$ cat config.mk
export PLATFORM = sky130hd
export DESIGN_NAME = shared_unit_arbiter
export DESIGN_NICKNAME = d
export VERILOG_FILES = /design/src/rtl/arb_pkg.sv /design/src/rtl/rr_priority_pick.sv /design/src/rtl/shared_unit_arbiter.sv
export SDC_FILE = /design/constraint.sdc
export NUM_CORES = 1
export LEC_CHECK = 0
export CORE_ASPECT_RATIO = 0.75
export CORE_MARGIN = 5
export CORE_UTILIZATION = 30
export DETAILED_ROUTE_END_ITERATION = 12
export PLACE_DENSITY = 0.57
export SLEW_MARGIN = 0
export SYNTH_ARGS = -nofsm -noshare
export SYNTH_HDL_FRONTEND = slang
export SYNTH_SLANG_ARGS = --single-unit
$ cat constraint.sdc
create_clock -name clk -period 5.5 [get_ports clk]
set_input_delay 1.1 -clock clk [delete_from_list [all_inputs] [get_ports clk]]
set_output_delay 1.1 -clock clk [all_outputs]
set_load 0.01 [all_outputs]
$ cat src/rtl/arb_pkg.sv
// Shared types and helpers for the shared-unit round-robin arbiter.
// Index signals are sized for the largest supported requester count.
package arb_pkg;

  typedef enum logic [1:0] {
    StIdle,
    StBusy,
    StDone
  } state_e;

  localparam int unsigned CNT_W   = $clog2(16);
  localparam int unsigned MAX_REQ = 8;
  localparam int unsigned IDX_W   = $clog2(MAX_REQ);

  function automatic logic [MAX_REQ-1:0] idx_to_onehot(input logic [IDX_W-1:0] idx);
    logic [MAX_REQ-1:0] oh;
    oh      = '0;
    oh[idx] = 1'b1;
    return oh;
  endfunction

  function automatic logic [IDX_W-1:0] onehot_to_idx(input logic [MAX_REQ-1:0] oh);
    logic [IDX_W-1:0] idx;
    idx = '0;
    for (int i = 0; i < MAX_REQ; i++) begin
      if (oh[i]) idx = IDX_W'(i);
    end
    return idx;
  endfunction

endpackage

$ cat src/rtl/rr_priority_pick.sv
// Combinational round-robin pick: first set request at or after ptr, wrapping to 0.
module rr_priority_pick
  import arb_pkg::*;
#(
  parameter int unsigned NUM_REQ = 4
) (
  input  logic [NUM_REQ-1:0] req,
  input  logic [IDX_W-1:0]   ptr,
  output logic               valid,
  output logic [IDX_W-1:0]   idx,
  output logic [NUM_REQ-1:0] onehot
);

  logic [NUM_REQ-1:0] rot;
  logic [IDX_W:0]     pos;

  // Rotate so bit 0 is the requester the pointer names.
  assign rot = NUM_REQ'({req, req} >> ptr);

  always_comb begin
    valid = 1'b0;
    pos   = '0;
    // Scan downwards so the lowest rotated position is written last and wins.
    for (int k = NUM_REQ - 1; k >= 0; k--) begin
      if (rot[k]) begin
        valid = 1'b1;
        pos   = {1'b0, ptr} + (IDX_W + 1)'(k);
      end
    end
    if (pos >= (IDX_W + 1)'(NUM_REQ)) begin
      pos = pos - (IDX_W + 1)'(NUM_REQ);
    end
    idx    = pos[IDX_W-1:0];
    onehot = valid ? NUM_REQ'(idx_to_onehot(idx)) : '0;
  end

endmodule

$ cat src/rtl/shared_unit_arbiter.sv
// Round-robin front end that time-shares one two-operand unit among NUM_REQ requesters.
// Operands are registered on the grant edge; the result returns after UNIT_LAT edges.
module shared_unit_arbiter
  import arb_pkg::*;
#(
  parameter int unsigned NUM_REQ  = 4,
  parameter int unsigned DATA_W   = 2,
  parameter int unsigned UNIT_LAT = 1
) (
  input  logic                      clk,
  input  logic                      rst_n,
  input  logic [NUM_REQ-1:0]        req,
  input  logic [NUM_REQ*DATA_W-1:0] req_in0,
  input  logic [NUM_REQ*DATA_W-1:0] req_in1,
  output logic [DATA_W-1:0]         unit_in0,
  output logic [DATA_W-1:0]         unit_in1,
  input  logic [DATA_W-1:0]         unit_out,
  output logic [NUM_REQ-1:0]        grant,
  output logic [NUM_REQ-1:0]        ack,
  output logic [DATA_W-1:0]         rsp_out,
  output logic                      busy
);

  if (UNIT_LAT < 1 || UNIT_LAT > 15) begin : g_bad_lat
    $error("shared_unit_arbiter: UNIT_LAT must be within 1..15");
  end
  if (NUM_REQ < 2 || NUM_REQ > MAX_REQ) begin : g_bad_req
    $error("shared_unit_arbiter: NUM_REQ must be within 2..8");
  end

  localparam logic [IDX_W-1:0] LAST_IDX = IDX_W'(NUM_REQ - 1);
  localparam logic [CNT_W-1:0] LAT_INIT = CNT_W'(UNIT_LAT);

  state_e               state_q, state_d;
  logic [CNT_W-1:0]     cnt_q, cnt_d;
  logic [IDX_W-1:0]     ptr_q, ptr_d;
  logic [NUM_REQ-1:0]   grant_q, grant_d;
  logic [NUM_REQ-1:0]   ack_q, ack_d;
  logic [DATA_W-1:0]    rsp_q, rsp_d;
  logic [DATA_W-1:0]    in0_q, in0_d;
  logic [DATA_W-1:0]    in1_q, in1_d;

  logic                 pick_valid;
  logic [IDX_W-1:0]     pick_idx;
  logic [NUM_REQ-1:0]   pick_oh;
  logic [DATA_W-1:0]    win_in0, win_in1;

  rr_priority_pick #(
    .NUM_REQ (NUM_REQ)
  ) u_pick (
    .req    (req),
    .ptr    (ptr_q),
    .valid  (pick_valid),
    .idx    (pick_idx),
    .onehot (pick_oh)
  );

  always_comb begin
    win_in0 = '0;
    win_in1 = '0;
    for (int i = 0; i < NUM_REQ; i++) begin
      if (pick_oh[i]) begin
        win_in0 = req_in0[i*DATA_W +: DATA_W];
        win_in1 = req_in1[i*DATA_W +: DATA_W];
      end
    end
  end

  always_comb begin
    state_d = state_q;
    cnt_d   = cnt_q;
    ptr_d   = ptr_q;
    grant_d = grant_q;
    ack_d   = ack_q;
    rsp_d   = rsp_q;
    in0_d   = in0_q;
    in1_d   = in1_q;
    unique case (state_q)
      StIdle: begin
        if (pick_valid) begin
          state_d = StBusy;
          grant_d = pick_oh;
          in0_d   = win_in0;
          in1_d   = win_in1;
          cnt_d   = LAT_INIT;
          ptr_d   = (pick_idx == LAST_IDX) ? '0 : pick_idx + 1'b1;
        end
      end
      StBusy: begin
        if (cnt_q == CNT_W'(1)) begin
          state_d = StDone;
          rsp_d   = unit_out;
          ack_d   = grant_q;
        end else begin
          cnt_d = cnt_q - 1'b1;
        end
      end
      StDone: begin
        // Requests are ignored here so an acked requester has an edge to drop req.
        state_d = StIdle;
        ack_d   = '0;
        grant_d = '0;
      end
      default: state_d = StIdle;
    endcase
  end

  always_ff @(posedge clk or negedge rst_n) begin
    if (!rst_n) begin
      state_q <= StIdle;
      cnt_q   <= '0;
      ptr_q   <= '0;
      grant_q <= '0;
      ack_q   <= '0;
      rsp_q   <= '0;
      in0_q   <= '0;
      in1_q   <= '0;
    end else begin
      state_q <= state_d;
      cnt_q   <= cnt_d;
      ptr_q   <= ptr_d;
      grant_q <= grant_d;
      ack_q   <= ack_d;
      rsp_q   <= rsp_d;
      in0_q   <= in0_d;
      in1_q   <= in1_d;
    end
  end

  assign unit_in0 = in0_q;
  assign unit_in1 = in1_q;
  assign grant    = grant_q;
  assign ack      = ack_q;
  assign rsp_out  = rsp_q;
  assign busy     = (state_q != StIdle);

endmodule

=== Yosys cells after proc, flatten, opt, wreduce, memory -nomap -nowiden ===
Index checks and enable logic that the tools add are counted.

* Flip-flop bits (word level): 23
* Input bits: 24
* Word-level logic and storage cells: 68

* $add $sub $neg: 6
* $lt $le $gt $ge: 3
* Equal/unequal tests: 7
* Shift operators: 1
* Multiplexer cells: 31
* Reductions and logical operators: 12

{| class="wikitable"
|+ Operators with widths
! operator !! count
|-
| $mux 4 || 9
|-
| $pmux 4 s2 || 3
|-
| $mux 2 || 10
|-
| $reduce_and 2->1 || 5
|-
| $add 3x2->4 const B || 2
|-
| $reduce_bool 2->1 || 4
|-
| $shr 8x3->4 || 1
|-
| $mux 3 || 2
|-
| $ne 2x2->1 const B || 3
|-
| $mux 1 || 5
|-
| $add 3x1->4 const B || 1
|-
| $eq 4x1->1 const B || 1
|-
| $ge 4x3->1 const B || 1
|-
| $lt 3x4->1 const B || 1
|-
| $pmux 2 s2 || 1
|-
| $sub 4x1->4 const B || 1
|-
| $add 3x1->3 const B || 1
|-
| $demux 1 s3 || 1
|-
| $eq 3x2->1 const B || 1
|-
| $ge 3x1->1 const B || 1
|-
| $reduce_and 3->1 || 1
|-
| $sub 3x3->3 const B || 1
|-
| $eq 2x1->1 const B || 1
|-
| $eq 2x2->1 const B || 1
|-
| other kinds (2) || 2
|}

=== Depth between registers and ports, before layout ===
Gate-level depths: netlist of the first run.

* Word-level depth: 16
* Gate-level depth with buffers: 11
* Gate-level depth less buffers: 9

=== Modules after synthesis ===
A second synthesis of the first run with hierarchy kept.

* Cell total of the unflattened synthesis: 192
* Area total of the unflattened synthesis: 1798.0 µm²

{| class="wikitable"
|+ By module, submodules not included
! module !! times used !! cells each !! area each (µm²)
|-
| shared_unit_arbiter || 1 || 122 || 1241.2
|-
| rr_priority_pick || 1 || 70 || 556.8
|}

=== Worst setup path before layout of the first run ===
Ideal clock, no wire load.

* Path kind: input to register
* From: input port req[1]
* To: register in0_q[0] (netlist: unit_in0[0])
* Arrival time: 2.685 ns
* Required time: 5.380 ns
* Slack: 2.695 ns
* Stages: 6
* Path buffers: 1
* Path through: buf_2 mux4_2 nor4_4 nor3b_2 a221o_1 a41o_1

* Cells in the longest elaborated chain, start to end: 16
* Elaborated cells between the ends (all ways): 23
* Those cells by class: add/sub: 1; order compare: 3; shift: 1; mux: 16; reduce/logical: 2

{| class="wikitable"
|+ Ends and longest elaborated chain
! item !! line !! text
|-
| start, declared || shared_unit_arbiter.sv:12 || <nowiki>input logic [NUM_REQ-1:0] req,</nowiki>
|-
| $shr 8x3->4 (*) || rr_priority_pick.sv:18 || <nowiki>assign rot = NUM_REQ'({req, req} >> ptr);</nowiki>
|-
| $mux 4 (4 in a row) || rr_priority_pick.sv:25 || <nowiki>if (rot[k]) begin</nowiki>
|-
| $ge 4x3->1 or $sub 3x3->3 (tied branches) || rr_priority_pick.sv:30, rr_priority_pick.sv:31 ||
|-
| $mux 3 || rr_priority_pick.sv:30 || <nowiki>if (pos >= (IDX_W + 1)'(NUM_REQ)) begin</nowiki>
|-
| $lt 3x4->1 (not written as such) or $ge 3x1->1 (tied branches) || arb_pkg.sv:18 || <nowiki>oh[idx] = 1'b1;</nowiki>
|-
| $logic_and 1x1->1 (not written as such) || arb_pkg.sv:18 ||
|-
| $mux 1 (not written as such) || arb_pkg.sv:18 ||
|-
| $demux 1 s3 || -- ||
|-
| $mux 4 || rr_priority_pick.sv:34 || <nowiki>onehot = valid ? NUM_REQ'(idx_to_onehot(idx)) : '0;</nowiki>
|-
| $mux 2 (4 in a row) || shared_unit_arbiter.sv:62 || <nowiki>if (pick_oh[i]) begin</nowiki>
|-
| end signal, assigned || shared_unit_arbiter.sv:125 || <nowiki>in0_q <= in0_d;</nowiki>
|-
| end, declared || shared_unit_arbiter.sv:40 || <nowiki>logic [DATA_W-1:0] in0_q, in0_d;</nowiki>
|}

Mark *: on every way between the ends. The rest lies on a longest branch, timed or not.
A chain may end at the register's enable or synchronous reset.

=== Worst setup path in the final report of the first run ===
* From: input port req[3]
* To: register in0_q[0] (netlist: unit_in0[0])

Same word-level chain as after synthesis.

==> results of run 1 <==
==> critical path, delay by kind of cell <==
kind            cells  cell delay (ns)
compound gates      4             1.22
simple gates        2             0.46
buf+inv             1             0.66
==> report_power, final <==
group          internal (uW)  switching (uW)  leakage [uW]  total [uW]
sequential               232            75.0      0.000295         307
clock                   51.3            56.0     0.0000217         107
combinational            306             344      0.000578         651
==> through the flow <==
stage	instance area [sq um]	cells	total power (uW)
3_3_place_gp	2060	279	966
2_1_floorplan	1670	176	774
3_5_place_dp	2060	279	966
5_1_grt	2100	283	1160
6_report	2100	283	1060
4_1_cts	2100	283	1080
==> state kept, by name (all words and copies together) (netlist names) <==
name and flops:
unit_in1 2, state_q 2, rsp_out 2, grant 4, unit_in0 2, ptr_q 3
cnt_q 4, ack 4
==> layer usage <==
metal / up-vias / part of all wire
met1: 674 / 0.52
met5: - / 0
met3: 2 / 0.044
met4: 0 / 0.0020
li1: 710 / -
met2: 27 / 0.43
==> layout by cell type, fill, tap and decap left out, types with 3 or more instances in the layout <==
cell             instances
nor2_1                   6
inv_1                   12
dfrtp_1                 23
xnor2_1                  3
nand2_1                 22
and3_1                   3
o31ai_1                  4
or3b_2                   3
o21ai_0                  4
a32o_1                   4
ha_1                     7
a21oi_1                  5
nand2b_1                 3
mux2i_1                  4
clkbuf_8                 3
nand3_1                  7
a221oi_1                 3
clkdlybuf4s50_1         38
a211oi_1                 4
nand3b_1                 3
or2b_1                   3
a31oi_1                  4
==> worst paths after layout <==
check                            from     endpoint  slack (ns)  cells past startpoint
setup / recovery               req[3]  unit_in0[0]        2.21                      7
hold / removal             rsp_out[1]   rsp_out[1]        0.48                      2
setup reg to reg             ptr_q[0]  unit_in0[0]        2.33                      8
hold reg to reg            rsp_out[1]   rsp_out[1]        0.48                      2
max in group asynchronous       rst_n     cnt_q[2]        3.48                      1
min in group asynchronous       rst_n       ack[1]        1.39                      1
==> cell type report <==
cell class	count	area [sq um]
Clock buffer	3	41.3
Tap cell	75	93.8
Sequential cell	23	576
Fill cell	563	3280
Inverter	12	45.0
Clock inverter	1	7.51
Multi-Input combinational cell	131	961
Timing Repair Buffer	38	380
==> kinds of logic after synthesis <==
kind of cell	count (synthesis)
and+or+nand+nor	69
buffers and inverters	22
AOI/OAI and AO/OA	45
xor gates and xnor gates	4
adders and majority gates	7
muxes	6
DFF	23
==> impl_results.md, run 1 <==
* Worst-Margin Slew at 1.04 ns
* CP max stage cell: clkdlybuf4s50_1
* Synth area leader: dfrtp_1
* Hold Fails Final Rpt at 0
* Busiest grt layer: met1
* Post-synthesis mux area share at 0.0465
* Largest family of logic cells by synthesized area: simple AND/OR/NAND/NOR gates
* CTS sink cnt at 23
* Worst Hold Class: flop to flop
* Sequential area share after synthesis at 0.345
* Pins Over Slew Limit at 0
* Worst Setup Start Kind: input port
* Finished Core Util at 0.391
* Pre-CTS setup slack at 1.92 ns
* DRC viols at 0
* Initial antenna violation count at 0
* Post-synthesis compound-gate area fraction at 0.209
* Clock slew at reported path FFs at 0.09 ns
* # diodes at 0
* Met1 usage at 0.186
* Arrival @ worst endpoint at 3.45 ns
* CTS Root Cell: clkbuf_8
* Count leader, synth: dfrtp_1
* Final Skew at 0.00386 ns
* DR pass1 iterations at 4
* Total of max-cap violations at 0
* Ports at 39
* Die Y at 74.6 um
* Post-CTS Hold Buffers at 0
* Syn-to-layout area delta at 26.2%
* PnR worst setup slack at 2.21 ns
* Number of global-route vias before repair at 1,358
* Rows at 23
* Unrepaired setup endpoints after global routing: no
* Final Wtd Congestion at 0.821
* Die width at 96.1 um
* Hold slack at 0.480 ns
* DR iter-0 viols at 88
* Yosys top cell area share at 0.345
* CP Class: input port to flop
* Ys async rst share at 1.00
* Worst-case clock buffer depth at 2
* DR vias/cell at 4.99
* Core area at 5380 sq um
* EDFF count, synth at 0
* Ratio of total power to cell area at 506 nW/um^2
* Netlist cell types at 59
* VDD IR-drop max at 0.192 mV
* CP required at 5.66 ns
* Critical Path Max Stage Delay at 0.66 ns
* Num CTS Buffers at 3
* Post-Syn Area at 1670 sq um
* Final setup violation count at 0
* Syn Area/Cell at 9.48 sq um
* Initial Util at 0.310
* Synth top area cells: dfrtp_1, ha_1, nand2_1
* Mapped Cells at 176
* Most frequent cells after synthesis: dfrtp_1, nand2_1, inv_1
* Buffers on Ports at 38
* Fraction of layout cells with a size suffix above 1 at 0.101
* Post-CTS sizing at 0
* Post-Synth Simple-Gate Area at 0.247
* Via count at 1,413
* Final #Nets at 240
* Worst skew pair latency at 0.27 ns
* Largest net degree at the start of global routing at 24
* Crit path time final at 3.29 ns
* Critical path peak fanout at 11
* Setup repair bufs after CTS at 0
* Adder-cell share of the synthesized area at 0.0525
* Worst-path cell chain: clkdlybuf4s50_1, and4bb_2, o21ai_0, a211o_1, nand2_2, a221o_1, a41o_1
* First-pass GRT wire length at 6.84 mm
* Period utilization at 0.598
* Pleak at 0.000895 uW
* Routed len/inst at 14.2 um
* Nature of the critical path endpoint: flop
* Grt ovf at 0
* Synthesized flop and latch total at 23
* Setup TNS at 0 ns
* Slew headroom at 0.306
* Routed Antenna Nets at 0
* XOR/XNOR share of the synthesized area at 0.0210
* Syn Nets at 207
* H-tree depth at 1
* M3 GR Usage at 0.0374
* Final wirelength at 4.02 mm
* Fmax at 304 MHz
* Post-synth top flop: dfrtp_1
* GRT Resource Usage Total at 0.121
* Die area at 7170 sq um
* Met2 Resource Use GR at 0.168
* TritonCTS clock tree: yes
* Status: finished clean
* Detailed placement HPWL at 3.09 mm
* Synth warn at 0
(Power assumes the default switching activity.)
==> run 2: changes to the inputs <==
--- a/config.mk
+++ b/config.mk
@@ -9,7 +9,7 @@
 export CORE_MARGIN = 5
 export CORE_UTILIZATION = 30
 export DETAILED_ROUTE_END_ITERATION = 12
-export PLACE_DENSITY = 0.57
+export PLACE_DENSITY = 0.59
 export SLEW_MARGIN = 0
 export SYNTH_ARGS = -nofsm -noshare
 export SYNTH_HDL_FRONTEND = slang
==> constraint.sdc (replaced) <==
create_clock -name clk -period 2.9 [get_ports clk]
set_input_delay 0.58 -clock clk [delete_from_list [all_inputs] [get_ports clk]]
set_output_delay 0.58 -clock clk [all_outputs]
set_load 0.01 [all_outputs]
==> impl_results.md, run 2 (synthesis results as in run 1) <==
* Worst path bufs/invs at 2 (+1)
* Finished Layout Cells at 297 (+4.9%)
* Final Skew at 0.00535 ns (+0.00149 ns)
* GRT Resource Usage Total at 0.124 (+0.00301)
* Commonest non-fill, non-tap cell in the layout: clkdlybuf4s50_1
* DR vias/cell at 4.93 (-1.3%)
* TritonCTS clock tree: yes
* Routed Antenna Nets at 0 (unchanged)
* Buffers on Ports at 38 (unchanged)
* Commonest non-fill, non-tap cells in the layout: clkdlybuf4s50_1, dfrtp_1, nand2_1
* Largest net degree at the start of global routing at 24 (unchanged)
* Worst-case clock buffer depth at 2 (unchanged)
* Crit path time final at 2.72 ns
* Arrival @ worst endpoint at 2.88 ns (-0.57 ns)
* VDD IR-drop max at 0.379 mV (+97%)
* Post-CTS Hold Buffers at 0 (unchanged)
* Pins Over Slew Limit at 0 (unchanged)
* Worst Hold Class: flop to flop
* Worst-path cell chain: clkdlybuf4s50_1, mux4_2, nor4_4, or2_1, buf_4, nor2_2, a32o_1
* Switching part of the total at 0.427 (-0.0197)
* Total of max-cap violations at 0 (unchanged)
* Critical path peak fanout at 10 (-1)
* Core area at 5380 sq um (unchanged)
* R2R Setup Slk at 0.40 ns (-1.93 ns)
* H-tree depth at 1 (unchanged)
* Detailed placement HPWL at 3.24 mm (+4.9%)
* Power share of the clock group at 0.091 (-0.010)
* Ratio of total power to cell area at 995 nW/um^2 (+97%)
* CP Class: input port to flop
* Fraction of layout cells with a size suffix above 1 at 0.158 (+0.0567)
* Clock slew at reported path FFs at 0.08 ns (about the same)
* Die Y at 74.6 um (unchanged)
* # fillers at 569 (+1.1%)
* Unrepaired setup endpoints after global routing: no
* Slew headroom at 0.704 (+0.398)
* CP required at 3.06 ns (-2.60 ns)
* Sequential Area at 576 sq um (unchanged)
* Worst-Margin Slew at 0.444 ns (-0.594 ns)
* Syn-to-layout area delta at 33.2%
* Via count at 1,464 (+3.6%)
* Fin area at 2220 sq um (+5.6%)
* Footprint of the multi-input gates at 961 sq um (unchanged)
* Nature of the critical path endpoint: flop
* Placed cell count at 293 (+5.0%)
* # diodes at 0 (unchanged)
* Num CTS Buffers at 3 (unchanged)
* Die width at 96.1 um (unchanged)
* P_sw at 943 uW (+98%)
* Worst Setup Start Kind: input port
* Pleak at 0.000966 uW (+8.0%)
* DRC viols at 0 (unchanged)
* Final Wtd Congestion at 0.871 (+6.1%)
* Setup repair bufs after CTS at 0 (unchanged)
* Power after layout at 2210 uW (+110%)
* Critical path's top delay family: buffers and inverters
* Ports at 39 (unchanged)
* Period utilization at 0.937
* CTS Root Cell: clkbuf_8
* Final setup violation count at 0 (unchanged)
* Die area at 7170 sq um (unchanged)
* CP max stage cell: clkdlybuf4s50_1
* Flop pwr share at 0.233 (-0.055)
* P_int at 1270 uW (+110%)
* Placed Area at 2170 sq um (+5.7%)
* Comb pwr share at 0.675 (+0.064)
* Worst skew pair latency at 0.27 ns (about the same)
* Critical Path Max Stage Delay at 0.60 ns (-0.06 ns)
* Grt ovf at 0 (unchanged)
* Routed len/inst at 13.9 um (-2.0%)
* Number of global-route vias before repair at 1,443 (+6.3%)
* Initial antenna violation count at 0 (unchanged)
* Final wirelength at 4.13 mm (+2.9%)
* Finished Core Util at 0.413 (+0.0219)
* Post-CTS sizing at 0 (unchanged)
* DR pass1 iterations at 4 (unchanged)
* Rows at 23 (unchanged)
* Hold Fails Final Rpt at 0 (unchanged)
* Initial Util at 0.310 (unchanged)
* Final #Nets at 254 (+5.8%)
* Hold slack at 0.480 ns (-0.000212 ns)
* First-pass GRT wire length at 6.96 mm (+1.7%)
* Fmax at 368 MHz
* Status: finished clean
* DR iter-0 viols at 62 (-30%)
* CTS sink cnt at 23 (unchanged)
-- run 2: changes by cell type in the layout (fill, tap and decap cells not counted) --
cell	change
buf_4	+13
buf_12	+1
-- run 2: layout make-up --
| cell class | count | share of cell area |
|---|---|---|
| inverters | 12 | 0.0203 |
| clock buffers | 3 | 0.0186 |
| repair buffers | 52 | 0.224 |
| clock inverters | 1 | 0.00338 |
| flip-flops and latches | 23 | 0.259 |
| well taps | 75 | 0.0422 |
| multi-input cells | 131 | 0.432 |
-- run 2: power groups by stage --
stage | Combinational [uW] | Sequential (uW) | Clock [uW]
after global placement | 1490 | 523 | 0
after floorplan | 905 | 562 | 0
after CTS | 1510 | 515 | 210
after detailed placement | 1500 | 521 | 0
final | 1490 | 516 | 202
after global routing | 1660 | 534 | 219
-- run 2: routing by layer --
metal / vias to the layer above / GRT usage / routed length (um) / share of wire
li1: 737 / - / - / -
met1: 696 / 0.186 / 2140 / 0.52
met2: 29 / 0.181 / 1790 / 0.43
met3: 2 / 0.0313 / 185 / 0.045
met4: 0 / 0.0189 / 11 / 0.0027
met5: - / 0 / 0 / 0
-- run 2: worst reg2reg max path, delay by kind of cell (launching register included) --
family	cells	cell delay, ns
compound gates	3	0.87
flops	1	0.38
fa+ha+maj	1	0.32
simple gates	3	0.48
buf+inv	2	0.33
-- run 2: path summary, 6_finish.rpt --
check / to / startpoint / depth (start not counted)
worst min register to register: rsp_out[1] / rsp_out[1] / 2
worst min-delay path: rsp_out[1] / rsp_out[1] / 2
worst max-delay path: grant[2] / req[3] / 7
worst max register to register: unit_in1[0] / ptr_q[1] / 9
min in group asynchronous: rsp_out[1] / rst_n / 2
max in group asynchronous: cnt_q[0] / rst_n / 2
-- run 2: through the flow --
stage / setup slack, ns / setup TNS [ns]
global placement: -0.0810 / -0.368
finish: 0.184 / 0
global route: 0.0620 / 0
CTS: 0.193 / 0
detailed placement: -0.0942 / -0.486
floorplan: 0.322 / 0
